**config.mk**
```make
export PLATFORM = sky130hd
export DESIGN_NAME = tail_light_monitor
export DESIGN_NICKNAME = d
export VERILOG_FILES = /design/src/rtl/tail_light_monitor.sv
export SDC_FILE = /design/constraint.sdc
export NUM_CORES = 1
export LEC_CHECK = 0
export ABC_AREA = 1
export ABC_CLOCK_PERIOD_IN_PS = 2000
export CORE_AREA = 2 2 101 103
export CTS_CLUSTER_DIAMETER = 120
export DETAILED_ROUTE_END_ITERATION = 10
export DIE_AREA = 0 0 103 105
export GPL_ROUTABILITY_DRIVEN = 0
export SYNTH_ARGS = -nofsm -noshare
export SYNTH_HDL_FRONTEND = slang
export SYNTH_SLANG_ARGS = --single-unit
export TNS_END_PERCENT = 5
```
**constraint.sdc**
```tcl
create_clock -name CLK -period 2 [get_ports CLK]
set_input_delay 0.4 -clock CLK [delete_from_list [all_inputs] [get_ports CLK]]
set_output_delay 0.4 -clock CLK [all_outputs]
set_load 0.02 [all_outputs]
```
**src/rtl/tail_light_monitor.sv**
```systemverilog
// Decodes the six tail-lamp drive lines back into the active turn command and
// flags illegal patterns, illegal steps and patterns held for too long.
module tail_light_monitor #(
  parameter int SYNC_STAGES = 2,
  parameter int DEB         = 4,
  parameter int TIMEOUT     = 1000,
  parameter int CNT_W       = 8
) (
  input  logic             CLK,
  input  logic             RST,
  input  logic             LA,
  input  logic             LB,
  input  logic             LC,
  input  logic             RA,
  input  logic             RB,
  input  logic             RC,
  input  logic             CLR,
  output logic             LEFT_ACT,
  output logic             RIGHT_ACT,
  output logic             HAZ_ACT,
  output logic             SEQ_DONE,
  output logic             ERR,
  output logic [1:0]       ERR_CODE,
  output logic             ERR_STICKY,
  output logic [CNT_W-1:0] SEQ_CNT
);

  localparam int DEB_W = $clog2(DEB + 1);
  localparam int TMO_W = $clog2(TIMEOUT + 1);

  typedef enum logic [3:0] {
    ST_IDLE   = 4'd0,
    ST_L1     = 4'd1,
    ST_L2     = 4'd2,
    ST_L3     = 4'd3,
    ST_R1     = 4'd4,
    ST_R2     = 4'd5,
    ST_R3     = 4'd6,
    ST_LR     = 4'd7,
    ST_RESYNC = 4'd8
  } state_t;

  logic [SYNC_STAGES-1:0][5:0] sync_r;
  logic [5:0]       v_s;
  logic [5:0]       cand_r;
  logic [5:0]       acc_r;
  logic [DEB_W-1:0] deb_cnt_r;
  logic [DEB_W-1:0] run_s;
  logic             accept_s;
  logic             acc_stb_r;
  state_t           st_r;
  state_t           st_nx_s;
  state_t           pat_st_s;
  logic             bad_pat_s;
  logic             step_err_s;
  logic             stuck_s;
  logic             done_s;
  logic             err_s;
  logic             active_s;
  logic [1:0]       code_nx_s;
  logic [TMO_W-1:0] tmo_r;

  // Illegal vectors decode to RESYNC, which doubles as the "illegal" marker.
  function automatic state_t decode_pat(input logic [5:0] p);
    state_t st;
    case (p)
      6'b000000: st = ST_IDLE;
      6'b001000: st = ST_L1;
      6'b011000: st = ST_L2;
      6'b111000: st = ST_L3;
      6'b000100: st = ST_R1;
      6'b000110: st = ST_R2;
      6'b000111: st = ST_R3;
      6'b111111: st = ST_LR;
      default:   st = ST_RESYNC;
    endcase
    return st;
  endfunction

  function automatic logic legal_step(input state_t from, input state_t to);
    logic ok;
    case (from)
      ST_IDLE:             ok = (to == ST_L1) || (to == ST_R1) || (to == ST_LR);
      ST_L1:               ok = (to == ST_L2) || (to == ST_IDLE);
      ST_L2:               ok = (to == ST_L3) || (to == ST_IDLE);
      ST_R1:               ok = (to == ST_R2) || (to == ST_IDLE);
      ST_R2:               ok = (to == ST_R3) || (to == ST_IDLE);
      ST_L3, ST_R3, ST_LR: ok = (to == ST_IDLE);
      default:             ok = 1'b0;
    endcase
    return ok;
  endfunction

  assign v_s      = sync_r[SYNC_STAGES-1];
  assign pat_st_s = decode_pat(acc_r);
  assign active_s = (st_r != ST_IDLE) && (st_r != ST_RESYNC);

  // Synchroniser chain for the asynchronous lamp lines.
  always_ff @(posedge CLK or posedge RST) begin
    if (RST) begin
      sync_r <= '0;
    end else begin
      sync_r <= {sync_r[SYNC_STAGES-2:0], {LC, LB, LA, RA, RB, RC}};
    end
  end

  // Length of the current run of identical vectors that differ from acc_r.
  always_comb begin
    run_s    = (v_s == cand_r) ? (deb_cnt_r + DEB_W'(1)) : DEB_W'(1);
    accept_s = (v_s != acc_r) && (run_s == DEB_W'(DEB));
  end

  // Debounce: a zero run count always implies cand_r == acc_r.
  always_ff @(posedge CLK or posedge RST) begin
    if (RST) begin
      cand_r    <= 6'b000000;
      acc_r     <= 6'b000000;
      deb_cnt_r <= '0;
      acc_stb_r <= 1'b0;
    end else begin
      cand_r    <= v_s;
      acc_stb_r <= accept_s;
      if (accept_s) begin
        acc_r     <= v_s;
        deb_cnt_r <= '0;
      end else if (v_s != acc_r) begin
        deb_cnt_r <= run_s;
      end else begin
        deb_cnt_r <= '0;
      end
    end
  end

  // Tracker next state and fault classification for the accepted vector.
  always_comb begin
    st_nx_s    = st_r;
    bad_pat_s  = 1'b0;
    step_err_s = 1'b0;
    done_s     = 1'b0;
    if (acc_stb_r) begin
      if (pat_st_s == ST_RESYNC) begin
        bad_pat_s = 1'b1;
        st_nx_s   = ST_RESYNC;
      end else if (st_r == ST_RESYNC) begin
        st_nx_s = (pat_st_s == ST_IDLE) ? ST_IDLE : ST_RESYNC;
      end else if (legal_step(st_r, pat_st_s)) begin
        st_nx_s = pat_st_s;
        done_s  = (pat_st_s == ST_IDLE) &&
                  ((st_r == ST_L3) || (st_r == ST_R3) || (st_r == ST_LR));
      end else begin
        step_err_s = 1'b1;
        st_nx_s    = pat_st_s;
      end
    end else begin
      st_nx_s = st_r;
    end
    stuck_s = !acc_stb_r && active_s && (tmo_r == TMO_W'(TIMEOUT - 1));
    err_s   = bad_pat_s || step_err_s || stuck_s;
    if (bad_pat_s) begin
      code_nx_s = 2'b01;
    end else if (step_err_s) begin
      code_nx_s = 2'b10;
    end else if (stuck_s) begin
      code_nx_s = 2'b11;
    end else begin
      code_nx_s = ERR_CODE;
    end
  end

  // Hold timer saturates at TIMEOUT so the stuck fault fires once per hold.
  always_ff @(posedge CLK or posedge RST) begin
    if (RST) begin
      tmo_r <= '0;
    end else if (acc_stb_r || !active_s) begin
      tmo_r <= '0;
    end else if (tmo_r != TMO_W'(TIMEOUT)) begin
      tmo_r <= tmo_r + TMO_W'(1);
    end else begin
      tmo_r <= tmo_r;
    end
  end

  // Tracker state and registered status outputs; CLR wins over increments.
  always_ff @(posedge CLK or posedge RST) begin
    if (RST) begin
      st_r       <= ST_IDLE;
      LEFT_ACT   <= 1'b0;
      RIGHT_ACT  <= 1'b0;
      HAZ_ACT    <= 1'b0;
      SEQ_DONE   <= 1'b0;
      ERR        <= 1'b0;
      ERR_CODE   <= 2'b00;
      ERR_STICKY <= 1'b0;
      SEQ_CNT    <= '0;
    end else begin
      st_r      <= st_nx_s;
      LEFT_ACT  <= (st_nx_s == ST_L1) || (st_nx_s == ST_L2) || (st_nx_s == ST_L3);
      RIGHT_ACT <= (st_nx_s == ST_R1) || (st_nx_s == ST_R2) || (st_nx_s == ST_R3);
      HAZ_ACT   <= (st_nx_s == ST_LR);
      SEQ_DONE  <= done_s;
      ERR       <= err_s;
      ERR_CODE  <= code_nx_s;
      if (CLR) begin
        SEQ_CNT <= '0;
      end else if (done_s && (SEQ_CNT != {CNT_W{1'b1}})) begin
        SEQ_CNT <= SEQ_CNT + CNT_W'(1);
      end else begin
        SEQ_CNT <= SEQ_CNT;
      end
      if (CLR) begin
        ERR_STICKY <= 1'b0;
      end else if (err_s) begin
        ERR_STICKY <= 1'b1;
      end else begin
        ERR_STICKY <= ERR_STICKY;
      end
    end
  end

endmodule
```
==> results.json <==
{
  "grt_pass1_vias": 2264,
  "grt_pass1_wl_um": 9830,
  "reg2reg_depth": 12,
  "synth_area_per_cell_um2": 8.32,
  "worstMarginPinSlew_ns": 0.397,
  "core_um2": 9640,
  "internal-power_w": 0.00196,
  "seqPwrFrac_pct": 48.8,
  "clock_skew_ns": 0.00603,
  "crit_fanout": 6,
  "synth-edff-count": 0,
  "dp_cells": 501,
  "die_w_um": 103,
  "diodes": 0,
  "fin_crit_sh_pct": 91.5,
  "fin_util_pct": 36.6,
  "maxSlewViolCount": 0,
  "synth_ff_type": "dfrtp_1",
  "crit_buf_inv": 1,
  "path_class": "register to primary output",
  "power_leakage_nw": 1.69,
  "crit_family": "buffers and inverters",
  "synth_seq_cells": 58,
  "cts_num_sinks": 58,
  "stdcell_count": 518,
  "vias": 2271,
  "clock-root-buffer": "clkbuf_8",
  "synth_cells": 341,
  "port_buffers": 24,
  "timing.rr.end": "ERR_CODE[0]",
  "path_cells": "clkdlybuf4s50_1",
  "max_freq_ghz": 0.546,
  "rsz0062_at_grt": "true",
  "routed_wl_um": 5540,
  "cts_hold_buf": 0,
  "yosysMostFrequentCell": "nand2_1",
  "grt-ovfl-total": 0,
  "ir_worst_vdd_mv": 0.298,
  "cp.arrival_ns": 1.43,
  "ys.warnings.count": 0,
  "final_net_count": 393,
  "antenna_found_initial": 0,
  "start_util_pct": 29.4,
  "p_sw_share_pct": 20.8,
  "die_area_um2": 10800,
  "finalHoldViolations": 0,
  "whs_ns": 0.348,
  "power_frac_comb_pct": 3.3,
  "first_pass_iters": 4,
  "crit_required_ns": 1.60,
  "post-dp-hpwl_um": 4010,
  "worst_setup_path_end_kind": "primary output",
  "period_needed_ns": 1.83,
  "synth_fp_nets": 354,
  "status": "completed",
  "clkPwrFrac_pct": 47.9,
  "r2r_start": "acc_r[4]",
  "routed_via_density": 4.38,
  "reg2reg_slack_ns": 0.22,
  "finalSetupViolations": 0,
  "yosysTopAreaCell": "dfrtp_1",
  "row_count": 36,
  "hold_path_class": "input pin to asynchronous set/reset pin",
  "finalPower_w": 0.00247,
  "drt_iter0_markers": 59,
  "pin_count": 25,
  "clk_pin_slew_ns": 0.06,
  "cts_made_buffers": 9,
  "grt_max_degree": 44,
  "synthTopCellsByArea": "dfrtp_1 (51%), nand2_1 (8.2%), inv_1 (7.3%)",
  "drtAntennaViolNets": 0,
  "drv_cap": 0,
  "cp_slowest_stage_delay_ns": 0.65,
  "setup.worst_path.start_class": "register",
  "cts_tree": "yes",
  "synth.distinct_cells": 30,
  "clockBufferDepth": 2,
  "switching_power_w": 0.000513,
  "synth_commonest_cells": "nand2_1 (62), dfrtp_1 (58), inv_1 (55)",
  "die_y_um": 105,
  "setup-tns-final_ns": 0,
  "crit_slowest_cell": "clkdlybuf4s50_1",
  "grt_usage_pct": 11.6,
  "drive_above_1_share_pct": 13.2,
  "powerDensity_nw_per_um2": 700,
  "yosysTopAreaCellShare_pct": 51.1,
  "worstSkewPairLatency_ns": 0.33,
  "wire_per_inst_um": 10.7,
  "seq_area_frac_synth_pct": 51.1,
  "maxSlewHeadroom_pct": 73.3,
  "syn_to_final_growth_pct": 24.3,
  "synthArstFlopShare_pct": 100,
  "drc": 0,
  "htree_num_levels": 3,
  "syn_area_um2": 2840
}
## stage by stage
| stage | instance area, um^2 | setup slack (ns) |
|---|---|---|
| CTS | 3500 | 0.0171 |
| finish | 3530 | 0.170 |
| global route | 3530 | -0.0343 |
| detailed placement | 3280 | 0.0461 |
| floorplan | 2840 | 0.172 |
| global placement | 3280 | 0.0760 |
## state kept, by name, summed over array words and instances, names as in the netlist
signal,cells
v_s,6
tmo_r,10
HAZ_ACT,1
RIGHT_ACT,1
SEQ_DONE,1
deb_cnt_r,3
acc_stb_r,1
ERR_STICKY,1
sync_r,6
SEQ_CNT,8
LEFT_ACT,1
acc_r,6
cand_r,6
st_r,4
ERR_CODE,2
ERR,1
## per-layer routing
| layer | vias to the layer above | track usage, % | part of all wire, % |
|---|---|---|---|
| li1 | 1171 | - | - |
| met1 | 1052 | 14.8 | 47 |
| met2 | 40 | 17.8 | 47 |
| met3 | 8 | 3.28 | 3.7 |
| met4 | 0 | 5.45 | 2.2 |
| met5 | - | 0 | 0 |
## placed cells by master, fill, tap and decap left out, types with 2 or more instances in the layout
master and instances:
clkinv_2 2, clkbuf_8 10, nand4_1 8, nor3_1 13, nand2_2 2, xnor2_1 3
nor2_1 46, nor2_2 6, clkdlybuf4s50_1 24, o21ai_1 5, inv_1 52, nand2_1 62
nand3_1 19, inv_2 8, ha_1 4, xor2_1 7, dfrtp_1 58, o31ai_1 3
nor4_1 2, bufinv_16 2, nand3_2 4, nor3b_1 2, o21ai_2 5, buf_4 3
a21oi_1 9, o21ai_0 12
## repair_timing
action	CTS	global route
setup endpoints to repair	0	14
buffers inserted	0	1
gates resized for setup	0	8
## kinds of logic after synthesis
kind of cell | synth area share [%]
xor gates and xnor gates | 3.09
adders and majority gates | 1.76
DFF | 51.1
and+or+nand+nor | 27.5
buffers and inverters | 8.20
AOI/OAI and AO/OA | 8.29
## power groups by stage
stage          clock network (W)  logic [W]  registers, W
2_1_floorplan                  0  0.0000437       0.00122
3_3_place_gp                   0  0.0000801       0.00123
3_5_place_dp                   0  0.0000805       0.00123
6_report                 0.00118  0.0000811       0.00121
5_1_grt                  0.00129  0.0000936       0.00121
4_1_cts                  0.00122  0.0000808       0.00121
## worst max path at each step
stage               start          to  cells past startpoint
2_1_floorplan         RST         ERR                      1
3_3_place_gp       v_s[0]    acc_r[2]                     11
3_5_place_dp       v_s[0]    acc_r[2]                     11
4_1_cts            v_s[0]    acc_r[2]                     12
5_1_grt            v_s[4]    acc_r[2]                     12
6_report       SEQ_CNT[3]  SEQ_CNT[3]                      1
## final cells by class
type	instances	area [um^2]
Fill cell	1019	6110
Sequential cell	58	1450
Multi-Input combinational cell	222	1170
Timing Repair Buffer	29	294
Inverter	60	225
Tap cell	133	166
Clock buffer	11	141
Clock inverter	5	77.6
No activity file was read; power rests on OpenSTA's default activity.
